## config.mk

```make
export PLATFORM = sky130hd
export DESIGN_NAME = bus_master_if
export DESIGN_NICKNAME = d
export VERILOG_FILES = /design/src/rtl/bus_master_if.sv
export SDC_FILE = /design/constraint.sdc
export NUM_CORES = 1
export LEC_CHECK = 0
export BUFFER_PORTS_ARGS = -buffer_cell sky130_fd_sc_hd__buf_4
export CORE_UTILIZATION = 35
export DETAILED_ROUTE_END_ITERATION = 8
export GPL_ROUTABILITY_DRIVEN = 0
export PLACE_DENSITY = 0.61
export SYNTH_ARGS = -nofsm -noshare
export SYNTH_HDL_FRONTEND = slang
export SYNTH_SLANG_ARGS = --single-unit
```

## constraint.sdc

```tcl
create_clock -name clk -period 6 [get_ports clk]
set_input_delay 1.2 -clock clk [delete_from_list [all_inputs] [get_ports clk]]
set_output_delay 1.2 -clock clk [all_outputs]
set_load 0.02 [all_outputs]
```

## src/rtl/bus_master_if.sv

```systemverilog
// +---------------------------------------------------------------------------+
// | bus_master_if : single-word request path to 8 slaves with bus timeout     |
// | Revision      : 1.0                                                       |
// +---------------------------------------------------------------------------+
`default_nettype none

module bus_master_if #(
  parameter int TIMEOUT = 16
) (
  input  logic        clk,
  input  logic        reset,
  input  logic        req,
  input  logic        req_rw,
  input  logic [29:0] req_addr,
  input  logic [31:0] req_wr_data,
  output logic        busy,
  output logic        done,
  output logic        err,
  output logic [31:0] rd_data,
  output logic [29:0] s_addr,
  output logic        s_as_,
  output logic        s_rw,
  output logic [31:0] s_wr_data,
  output logic        s0_cs_,
  output logic        s1_cs_,
  output logic        s2_cs_,
  output logic        s3_cs_,
  output logic        s4_cs_,
  output logic        s5_cs_,
  output logic        s6_cs_,
  output logic        s7_cs_,
  input  logic [31:0] m_rd_data,
  input  logic        m_rdy_
);

  localparam int TW = $clog2(TIMEOUT);
  localparam logic [TW-1:0] TMAX = TW'(TIMEOUT - 1);

  typedef enum logic [1:0] {
    IDLE   = 2'd0,
    ACCESS = 2'd1,
    WAIT   = 2'd2
  } state_e;

  state_e         state_q, state_d;
  logic           busy_q, busy_d;
  logic           done_q, done_d;
  logic           err_q, err_d;
  logic [31:0]    rd_data_q, rd_data_d;
  logic [29:0]    addr_q, addr_d;
  logic           as_q, as_d;
  logic           rw_q, rw_d;
  logic [31:0]    wr_data_q, wr_data_d;
  logic [7:0]     cs_q, cs_d;
  logic [TW-1:0]  timer_q, timer_d;

  always_ff @(posedge clk or posedge reset) begin
    if (reset) begin
      state_q   <= IDLE;
      busy_q    <= 1'b0;
      done_q    <= 1'b0;
      err_q     <= 1'b0;
      rd_data_q <= '0;
      addr_q    <= '0;
      as_q      <= 1'b1;
      rw_q      <= 1'b1;
      wr_data_q <= '0;
      cs_q      <= 8'hFF;
      timer_q   <= '0;
    end else begin
      state_q   <= state_d;
      busy_q    <= busy_d;
      done_q    <= done_d;
      err_q     <= err_d;
      rd_data_q <= rd_data_d;
      addr_q    <= addr_d;
      as_q      <= as_d;
      rw_q      <= rw_d;
      wr_data_q <= wr_data_d;
      cs_q      <= cs_d;
      timer_q   <= timer_d;
    end
  end

  always_comb begin
    state_d   = state_q;
    busy_d    = busy_q;
    done_d    = 1'b0;
    err_d     = 1'b0;
    rd_data_d = rd_data_q;
    addr_d    = addr_q;
    as_d      = as_q;
    rw_d      = rw_q;
    wr_data_d = wr_data_q;
    cs_d      = cs_q;
    timer_d   = timer_q;

    case (state_q)
      IDLE: begin
        if (req) begin
          addr_d    = req_addr;
          rw_d      = req_rw;
          wr_data_d = req_wr_data;
          cs_d      = ~(8'h01 << req_addr[29:27]);
          as_d      = 1'b0;
          busy_d    = 1'b1;
          timer_d   = '0;
          state_d   = ACCESS;
        end
      end
      ACCESS, WAIT: begin
        as_d = 1'b1;
        // Ready wins over timeout when both land on the same edge.
        if (!m_rdy_) begin
          if (rw_q) rd_data_d = m_rd_data;
          done_d  = 1'b1;
          busy_d  = 1'b0;
          cs_d    = 8'hFF;
          state_d = IDLE;
        end else if (timer_q == TMAX) begin
          done_d    = 1'b1;
          err_d     = 1'b1;
          busy_d    = 1'b0;
          rd_data_d = '0;
          cs_d      = 8'hFF;
          state_d   = IDLE;
        end else begin
          timer_d = timer_q + TW'(1);
          state_d = WAIT;
        end
      end
      default: state_d = IDLE;
    endcase
  end

  assign busy      = busy_q;
  assign done      = done_q;
  assign err       = err_q;
  assign rd_data   = rd_data_q;
  assign s_addr    = addr_q;
  assign s_as_     = as_q;
  assign s_rw      = rw_q;
  assign s_wr_data = wr_data_q;
  assign s0_cs_    = cs_q[0];
  assign s1_cs_    = cs_q[1];
  assign s2_cs_    = cs_q[2];
  assign s3_cs_    = cs_q[3];
  assign s4_cs_    = cs_q[4];
  assign s5_cs_    = cs_q[5];
  assign s6_cs_    = cs_q[6];
  assign s7_cs_    = cs_q[7];

endmodule

`default_nettype wire
```

==> results of run 1 <==
==> logic make-up (layout without fill, tap and decap cells) <==
family / Yosys count / count (layout) / synth area share [%]
muxes: 64 / 64 / 18.81
DFF: 113 / 113 / 62.24
buffers and inverters: 21 / 245 / 3.153
adders and majority gates: 4 / 4 / 1.097
AOI/OAI and AO/OA: 56 / 56 / 10.39
and+or+nand+nor: 35 / 35 / 4.305
==> registers in the layout, summed over array words and instances, names as in the netlist <==
register and cells:
rd_data 32, s_wr_data 32, s_addr 30, cs_q 8, timer_q 4, state_q 2, busy 1, done 1
err 1, s_as_ 1, s_rw 1
==> worst max path at each step <==
stage                            from                      to  slack, ns  cells after the start
2_1_floorplan                   reset        busy$_DFFE_PP0P_       1.83                      1
3_3_place_gp                      req  s_addr[25]$_DFFE_PP0P_       3.32                      3
3_5_place_dp                      req  s_addr[26]$_DFFE_PP0P_       3.28                      3
4_1_cts              s_rw$_DFFE_PP1P_                    s_rw       3.67                      1
5_1_grt        state_q[1]$_DFFE_PP0P_  rd_data[5]$_DFFE_PP0P_       3.52                      6
6_report             s_rw$_DFFE_PP1P_                    s_rw       3.69                      1
==> power by group <==
group | internal, W | switching [W] | leakage [nW]
clock network | 0.000710 | 0.000339 | 0.309
registers | 0.00113 | 0.000204 | 1.35
logic | 0.000929 | 0.000910 | 1.77
total | 0.00277 | 0.00145 | 3.44
==> placed cells by master, fill, tap and decap left out, drive strengths merged, types with 2 or more instances in the layout <==
cell    netlist  routed
buf          16     208
dfrtp       103     103
mux2         63      63
a22o         33      33
clkbuf        0      20
dfstp        10      10
nand2         9       9
clkinv        0       7
o22a          6       6
nor2          6       6
a21oi         5       5
inv           5       5
nand2b        4       4
ha            4       4
bufinv        0       4
a31oi         4       4
nor2b         3       3
and3b         2       2
o32a          2       2
and2          2       2
nand4         2       2
nor3b         2       2
o21ai         2       2
==> per-stage QoR <==
step                hold WS (ns)  power (W)  cell area (um^2)  worst slack [ns]
floorplan                 0.5003   0.002475              4563             1.829
global placement          0.4855   0.003171              6225             3.318
global route              0.5150   0.004458              6844             3.519
CTS                       0.5029   0.004279              6844             3.667
finish                    0.4953   0.004225              6844             3.692
detailed placement        0.4825   0.003199              6225             3.275
==> metal layers <==
metal | track usage (%) | up-vias
met5 | 0 | -
met4 | 7.350 | 0
met3 | 7.836 | 17
met2 | 24.09 | 157
met1 | 19.77 | 1591
li1 | - | 1494
==> cell type report <==
class | count | area (um^2) | share of cell area [%]
Clock inverter | 12 | 162.7 | 2.377
Timing Repair Buffer | 208 | 1562 | 22.82
Inverter | 5 | 21.27 | 0.3108
Tap cell | 172 | 215.2 | 3.144
Multi-Input combinational cell | 159 | 1587 | 23.18
Sequential cell | 113 | 2840 | 41.50
Clock buffer | 20 | 456.7 | 6.673
==> impl_metrics.env, run 1 <==
export IMPL_r2r_setup_slack_ns=3.74
export IMPL_clk_pin_slew_ns=0.05
export IMPL_slew_violations=0
export IMPL_path_class="flop to output port"
export IMPL_initial_utilization_pct=36.01
export IMPL_drive_gt1_share_pct=61.51
export IMPL_synth_top_cell_by_area="dfrtp_1"
export IMPL_synth_top_area_share_pct=56.48
export IMPL_globalRoute_totalOverflow=0
export IMPL_rsz0062_at_grt="no"
export IMPL_power_leakage_nw=3.437
export IMPL_hold_path_class="flop to flop"
export IMPL_numCtsBuffers=17
export IMPL_antenna_found_initial=0
export IMPL_rows=41
export IMPL_skew_ns=0.007679
export IMPL_tightest_slew_ns=1.113
export IMPL_nNetsFinal=607
export IMPL_ys_seq_elements=113
export IMPL_wl_met3_mm=1.010
export IMPL_min_path_cells=1
export IMPL_core_mm2=0.01267
export IMPL_power_ir_vdd_worst_uv=297.6
export IMPL_cts_htree_levels=4
export IMPL_finalHoldViolCount=0
export IMPL_drcViolationCount=0
export IMPL_critical_path_arrival_ns=1.11
export IMPL_hp_start="rd_data[27]$_DFFE_PP0P_"
export IMPL_synth_most_common_cell="dfrtp_1"
export IMPL_cts_buffer_depth=2
export IMPL_fin_util_pct=54.01
export IMPL_drt_iter0_markers=144
export IMPL_syn2layout_area_growth_pct=49.99
export IMPL_topRoutingLayerUsed="met4"
export IMPL_cp_slowest_cell="dfstp_2"
export IMPL_fmax_mhz=433.2
export IMPL_reg2reg_to="rd_data[5]$_DFFE_PP0P_"
export IMPL_grt_pass1_vias=3308
export IMPL_cts_setup_buffers=0
export IMPL_slew_headroom_pct=25.83
export IMPL_async_reset_ff_share_pct=100.0
export IMPL_clkSinkCount=113
export IMPL_yosys_warnings=0
export IMPL_grt_pass1_wl_mm=16.14
export IMPL_hold_end="rd_data[27]$_DFFE_PP0P_"
export IMPL_fp_dieArea_mm2=0.01350
export IMPL_wl_per_cell_um=15.65
export IMPL_cts_resized=0
export IMPL_die_w_um=116.2
export IMPL_netlist_top_cells_count="dfrtp_1 (103), mux2_4 (37), a22o_1 (33)"
export IMPL_synth_nets=396
export IMPL_die_h_um=116.2
export IMPL_io_buffers=205
export IMPL_reg2reg_from="state_q[1]$_DFFE_PP0P_"
export IMPL_dp_cells=657
export IMPL_root_buffer="clkbuf_16"
export IMPL_crit_family="flip-flops"
export IMPL_pin_count=206
export IMPL_critical_path_required_ns=4.80
export IMPL_synth_edff_count=0
export IMPL_min_period_ns=2.308
export IMPL_ys_seq_area_share_pct=62.24
export IMPL_synth_area_leaders="dfrtp_1 (56%), mux2_4 (12%), mux2_2 (6.4%), a22o_1 (6.3%), dfstp_2 (5.8%)"
export IMPL_ant_nets=0
export IMPL_avgSynthCellArea_um2=15.57
export IMPL_setup_viol=0
export IMPL_hold_buffers=0
export IMPL_routed_via_density=4.730
export IMPL_routed_wirelength_mm=10.78
export IMPL_maxCapViolCount=0
export IMPL_grt_total_usage_pct=16.17
export IMPL_rr_worst_depth=6
export IMPL_synth_main_ff_cell="dfrtp_1"
export IMPL_dr_wl_met2_mm=5.004
export IMPL_synth_area_mm2=0.004563
export IMPL_vias=3259
export IMPL_power_density_mw_per_mm2=617.3
export IMPL_clk_insertion_delay_late_ns=0.41
export IMPL_critPathMaxStageDelay_ns=0.55
export IMPL_critPathBufInv=1
export IMPL_met1_length_mm=4.602
export IMPL_synth_cells=293
export IMPL_cp_cell_sequence="buf_4"
export IMPL_grt_start_max_net_pins=67
export IMPL_end_kind="output port"
export IMPL_synth_cell_types=36
export IMPL_fill_cells=1075
export IMPL_fin_crit_sh_pct=38.47
export IMPL_setup_tns_ns=0
export IMPL_status="complete, no violations"
export IMPL_cts_tree="yes"
export IMPL_fin_cells=689
export IMPL_firstDrtPassIters=4
export IMPL_hpwl_mm=7.339
export IMPL_num_antenna_cells=0
export IMPL_critPathMaxFanout=4
export IMPL_worst_setup_path_start_kind="flop"
Note: power is estimated with default switching activity, not from simulation.
==> run 2: changes to the inputs <==
ABC_AREA = 1   (was default)
clock period = 2.3 ns   (was 6 ns; I/O delays follow)
==> impl_metrics.env, run 2 <==
export IMPL_pin_count=206
export IMPL_cts_resized=0
export IMPL_final_cell_mix="nand2_1 (260), buf_4 (211), dfrtp_1 (103), nand4_1 (40), nand3_2 (32)"
export IMPL_skew_ns=0.005768
export IMPL_fmax_mhz=537.6
export IMPL_yosys_warnings=0
export IMPL_vias=4348
export IMPL_worst_setup_path_start_kind="flop"
export IMPL_path_class="flop to flop"
export IMPL_cp_slowest_cell="ha_1"
export IMPL_rr_worst_depth=7
export IMPL_hold_path_class="input pin to async pin"
export IMPL_routed_via_density=4.731
export IMPL_io_buffers=205
export IMPL_numCtsBuffers=17
export IMPL_critPathMaxStageDelay_ns=0.52
export IMPL_die_w_um=119.4
export IMPL_drcViolationCount=0
export IMPL_cp_cell_sequence="inv_1, ha_1, nand2_1, nand2_1, nand3_1, nand2_1, nand2_1"
export IMPL_nNetsFinal=833
export IMPL_async_reset_ff_share_pct=100.0
export IMPL_dp_cells=887
export IMPL_cts_htree_levels=4
export IMPL_critPathMaxFanout=12
export IMPL_wl_per_cell_um=13.97
export IMPL_fin_ws_ns=0.4399
export IMPL_root_buffer="clkbuf_16"
export IMPL_ys_seq_elements=113
export IMPL_critical_path_most_common_cell="nand2_1"
export IMPL_globalRoute_totalOverflow=0
export IMPL_ys_seq_area_share_pct=58.84
export IMPL_maxCapViolCount=0
export IMPL_synth_top_area_share_pct=53.40
export IMPL_clk_pin_slew_ns=0.05
export IMPL_synth_cell_types=19
export IMPL_grt_total_usage_pct=18.56
export IMPL_initial_utilization_pct=36.16
export IMPL_clk_insertion_delay_late_ns=0.40
export IMPL_firstDrtPassIters=5
export IMPL_clkSinkCount=113
export IMPL_synth_cells=530
export IMPL_synth_most_common_cell="nand2_1"
export IMPL_power_leakage_nw=3.889
export IMPL_critical_path_arrival_ns=2.15
export IMPL_synth_area_leaders="dfrtp_1 (53%), nand2_1 (20%), nand3_2 (6.6%), dfstp_2 (5.4%), nand4_1 (5.2%)"
export IMPL_drt_iter0_markers=245
export IMPL_slew_violations=0
export IMPL_rsz0062_at_grt="no"
export IMPL_power_ir_vdd_worst_uv=622.9
export IMPL_place_ws_ns=0.4310
export IMPL_num_antenna_cells=0
export IMPL_grt_pass1_wl_mm=20.60
export IMPL_fin_cells=919
export IMPL_min_period_ns=1.860
export IMPL_tightest_slew_ns=0.6129
export IMPL_fin_crit_sh_pct=80.87
export IMPL_power_total_w=0.01108
export IMPL_rows=42
export IMPL_setup_viol=0
export IMPL_drive_gt1_share_pct=39.17
export IMPL_cts_setup_buffers=0
export IMPL_status="complete, no violations"
export IMPL_die_h_um=119.4
export IMPL_syn2layout_area_growth_pct=47.23
export IMPL_slew_headroom_pct=59.14
export IMPL_core_mm2=0.01335
export IMPL_antenna_found_initial=0
export IMPL_synth_main_ff_cell="dfrtp_1"
export IMPL_critical_path_required_ns=2.59
export IMPL_cts_buffer_depth=2
export IMPL_netlist_top_cells_count="nand2_1 (261), dfrtp_1 (103), nand4_1 (40)"
export IMPL_avgSynthCellArea_um2=9.108
export IMPL_routed_wirelength_mm=12.84
export IMPL_grt_pass1_vias=4180
export IMPL_mostFrequentLayoutCell="nand2_1"
export IMPL_end_kind="flop"
export IMPL_synth_top_cell_by_area="dfrtp_1"
export IMPL_fp_dieArea_mm2=0.01427
export IMPL_hold_buffers=0
export IMPL_cts_tree="yes"
export IMPL_power_density_mw_per_mm2=1559
export IMPL_finalHoldViolCount=0
export IMPL_grt_start_max_net_pins=114
export IMPL_setup_tns_ns=0
export IMPL_synth_area_mm2=0.004827
export IMPL_synth_edff_count=0
export IMPL_synth_nets=633
export IMPL_ant_nets=0
export IMPL_hpwl_mm=8.779
run 2: final timing paths:
kind / startpoint / to / slack, ns
min in group clk: req_wr_data[12] / s_wr_data[12]$_DFFE_PP0P_ / 0.25
hold reg to reg: cs_q[6]$_DFFE_PP1P_ / cs_q[6]$_DFFE_PP1P_ / 0.46
hold / removal: reset / err$_DFF_PP0_ / 0.22
setup / recovery: state_q[1]$_DFFE_PP0P_ / timer_q[1]$_DFFE_PP0P_ / 0.44
setup reg to reg: state_q[1]$_DFFE_PP0P_ / timer_q[1]$_DFFE_PP0P_ / 0.44
max in group asynchronous: reset / s_addr[21]$_DFFE_PP0P_ / 1.60
run 2: through the flow:
step	util (%)	hold slack [ns]	instance area, um^2
final	53.24	0.2231	7107
after global routing	53.24	0.2316	7107
after CTS	53.24	0.2256	7107
after detailed placement	48.76	0.4574	6509
after global placement	48.76	0.4574	6509
after floorplan	-	0.4893	4831
run 2: per-layer routing:
layer	part of all wire (%)	wire, um	GRT usage (%)	vias to the layer above
li1	-	-	-	2108
met1	43	5522	23.57	2048
met2	46	5927	28.00	178
met3	9.5	1217	7.519	14
met4	1.4	174	7.500	0
met5	0	0	0	-
run 2: worst max-delay path: cells and delay by family (launching register included):
kind | cells | cell delay [ns]
fa+ha+maj | 1 | 0.52
simple gates | 5 | 0.80
buf+inv | 1 | 0.07
flops | 1 | 0.35
run 2: cell type report:
| cell class | instances | area (um^2) |
|---|---|---|
| multi-input cells | 366 | 1749 |
| clock inverters | 11 | 137.6 |
| repair buffers | 213 | 1624 |
| inverters | 19 | 75.07 |
| clock buffers | 21 | 460.4 |
| flip-flops and latches | 113 | 2840 |
| fillers | 1266 | 6241 |
| well taps | 176 | 220.2 |
run 2: cell families (layout without fill, tap and decap cells):
group                      after synthesis  after routing  synth area share, %
AOI/OAI and AO/OA                        5              5               0.5444
adders and majority gates                4              4                1.037
buffers and inverters                   51            264                4.976
DFF                                    113            113                58.84
and+or+nand+nor                        357            357                34.60
run 2: report_power, final:
group	leakage (nW)	switching, W	internal, W
clock network	0.289	0.000889	0.00175
registers	1.39	0.000591	0.00298
logic	2.21	0.00297	0.00190
total	3.89	0.00445	0.00663
==> run 3: changes to the inputs <==
clock period = 1.8 ns   (was 2.3 ns; I/O delays follow)
==> impl_metrics.env, run 3 (synthesis results as in run 2) <==
export IMPL_hpwl_mm=8.981
export IMPL_critical_path_most_common_cell="nand2_1"
export IMPL_cp_slowest_cell="ha_2"
export IMPL_fmax_mhz=639.2
export IMPL_maxCapViolCount=0
export IMPL_power_total_w=0.01383
export IMPL_drive_gt1_share_pct=39.38
export IMPL_cp_cell_sequence="inv_1, ha_2, nand2_1, nand2_1, nand3_1, nand2_1, nand2_1"
export IMPL_cts_tree="yes"
export IMPL_setup_tns_ns=0
export IMPL_min_period_ns=1.564
export IMPL_drt_iter0_markers=295
export IMPL_die_h_um=119.4
export IMPL_die_w_um=119.4
export IMPL_fin_crit_sh_pct=86.91
export IMPL_slew_headroom_pct=58.45
export IMPL_multiInputGateArea_mm2=0.001752
export IMPL_cts_buffer_depth=2
export IMPL_grt_pass1_wl_mm=21.11
export IMPL_mostFrequentLayoutCell="nand2_1"
export IMPL_skew_ns=0.009466
export IMPL_worst_setup_path_start_kind="flop"
export IMPL_initial_utilization_pct=36.16
export IMPL_firstDrtPassIters=4
export IMPL_place_ws_ns=0.1530
export IMPL_hold_buffers=0
export IMPL_nNetsFinal=837
export IMPL_power_density_mw_per_mm2=1951
export IMPL_rsz0062_at_grt="no"
export IMPL_antenna_found_initial=0
export IMPL_end_kind="flop"
export IMPL_clk_pin_slew_ns=0.05
export IMPL_critPathBufInv=1
export IMPL_tightest_slew_ns=0.6233
export IMPL_grt_total_usage_pct=18.99
export IMPL_root_buffer="clkbuf_16"
export IMPL_wl_per_cell_um=14.17
export IMPL_clkSinkCount=113
export IMPL_setup_viol=0
export IMPL_status="complete, no violations"
export IMPL_path_class="flop to flop"
export IMPL_critical_path_required_ns=2.09
export IMPL_io_buffers=205
export IMPL_routed_via_density=4.729
export IMPL_slew_violations=0
export IMPL_grt_start_max_net_pins=114
export IMPL_num_antenna_cells=0
export IMPL_ant_nets=0
export IMPL_critical_path_arrival_ns=1.85
export IMPL_dpl_cell_area_mm2=0.006576
export IMPL_routed_wirelength_mm=13.03
export IMPL_final_cell_mix="nand2_1 (260), buf_4 (212), dfrtp_1 (103), nand4_1 (40), nand3_2 (32)"
export IMPL_numCtsBuffers=17
export IMPL_grt_pass1_vias=4182
export IMPL_clk_insertion_delay_late_ns=0.41
export IMPL_fill_cells=1248
export IMPL_core_mm2=0.01335
export IMPL_fin_ws_ns=0.2356
export IMPL_syn2layout_area_growth_pct=46.89
export IMPL_cts_setup_buffers=0
export IMPL_critPathMaxStageDelay_ns=0.48
export IMPL_rows=42
export IMPL_finalHoldViolCount=0
export IMPL_power_ir_vdd_worst_uv=841.4
export IMPL_ff_latch_area_mm2=0.002840
export IMPL_vias=4351
export IMPL_crit_family="simple AND/OR/NAND/NOR gates"
export IMPL_postLayoutCellArea_mm2=0.007091
export IMPL_pin_count=206
export IMPL_fp_dieArea_mm2=0.01427
export IMPL_drcViolationCount=0
export IMPL_hold_path_class="input pin to async pin"
export IMPL_cts_htree_levels=4
export IMPL_critPathMaxFanout=11
export IMPL_globalRoute_totalOverflow=0
export IMPL_power_leakage_nw=3.895
-- run 3: cell types whose count changed in the layout (fill, tap and decap cells not counted) --
cell / previous run / this run
buf_12: 2 / 5
bufinv_16: 3 / 0
clkinvlp_4: 4 / 2
buf_4: 211 / 212
clkbuf_8: 2 / 3
clkinv_2: 5 / 6
ha_1: 4 / 3
ha_2: 0 / 1
-- run 3: layout make-up --
| cell class | instances | area share (%) |
|---|---|---|
| multi-input cells | 366 | 24.70 |
| flip-flops and latches | 113 | 40.06 |
| well taps | 176 | 3.106 |
| clock buffers | 22 | 6.688 |
| clock inverters | 7 | 0.5294 |
| repair buffers | 217 | 23.86 |
| inverters | 19 | 1.059 |
-- run 3: final timing paths --
kind | to | slack [ns] | cells past startpoint | startpoint
setup / recovery | timer_q[2]$_DFFE_PP0P_ | 0.24 | 7 | state_q[1]$_DFFE_PP0P_
hold / removal | rd_data[27]$_DFFE_PP0P_ | 0.11 | 3 | reset
setup reg to reg | timer_q[2]$_DFFE_PP0P_ | 0.24 | 7 | state_q[1]$_DFFE_PP0P_
hold reg to reg | cs_q[3]$_DFFE_PP1P_ | 0.46 | 2 | cs_q[3]$_DFFE_PP1P_
max in group asynchronous | s_wr_data[19]$_DFFE_PP0P_ | 1.21 | 3 | reset
min in group clk | s_wr_data[25]$_DFFE_PP0P_ | 0.14 | 3 | req_wr_data[25]
-- run 3: timing repair --
item,CTS,global route
setup endpoints to repair,0,9
gates resized for setup,0,1
hold endpoints to repair,0,0
-- run 3: stage by stage --
step | std cells | util [%] | hold WS [ns]
2_1_floorplan | 530 | - | 0.4511
3_5_place_dp | 891 | 49.27 | 0.4594
3_3_place_gp | 891 | 49.27 | 0.4568
6_report | 920 | 53.12 | 0.1074
5_1_grt | 920 | 53.12 | 0.1271
4_1_cts | 920 | 53.10 | 0.1244
-- run 3: routing by layer --
metal / global-route usage [%] / wire length (um)
met3: 7.998 / 1259
met2: 27.75 / 5981
met5: 0 / 0
met1: 24.76 / 5629
met4: 7.500 / 163
-- run 3: worst register-to-register path: cells and delay by family, from the launching register on --
kind,cells,cell delay (ns)
adder cells (fa/ha/maj),1,0.48
buffers and inverters,1,0.08
flip-flops,1,0.34
AND/OR/NAND/NOR,5,0.55
-- run 3: power breakdown --
| group | total [W] | leakage [nW] | switching (W) | internal, W |
|---|---|---|---|---|
| Clock | 0.00291 | 0.257 | 0.00109 | 0.00182 |
| Sequential | 0.00459 | 1.39 | 0.000771 | 0.00382 |
| Combinational | 0.00634 | 2.24 | 0.00378 | 0.00256 |
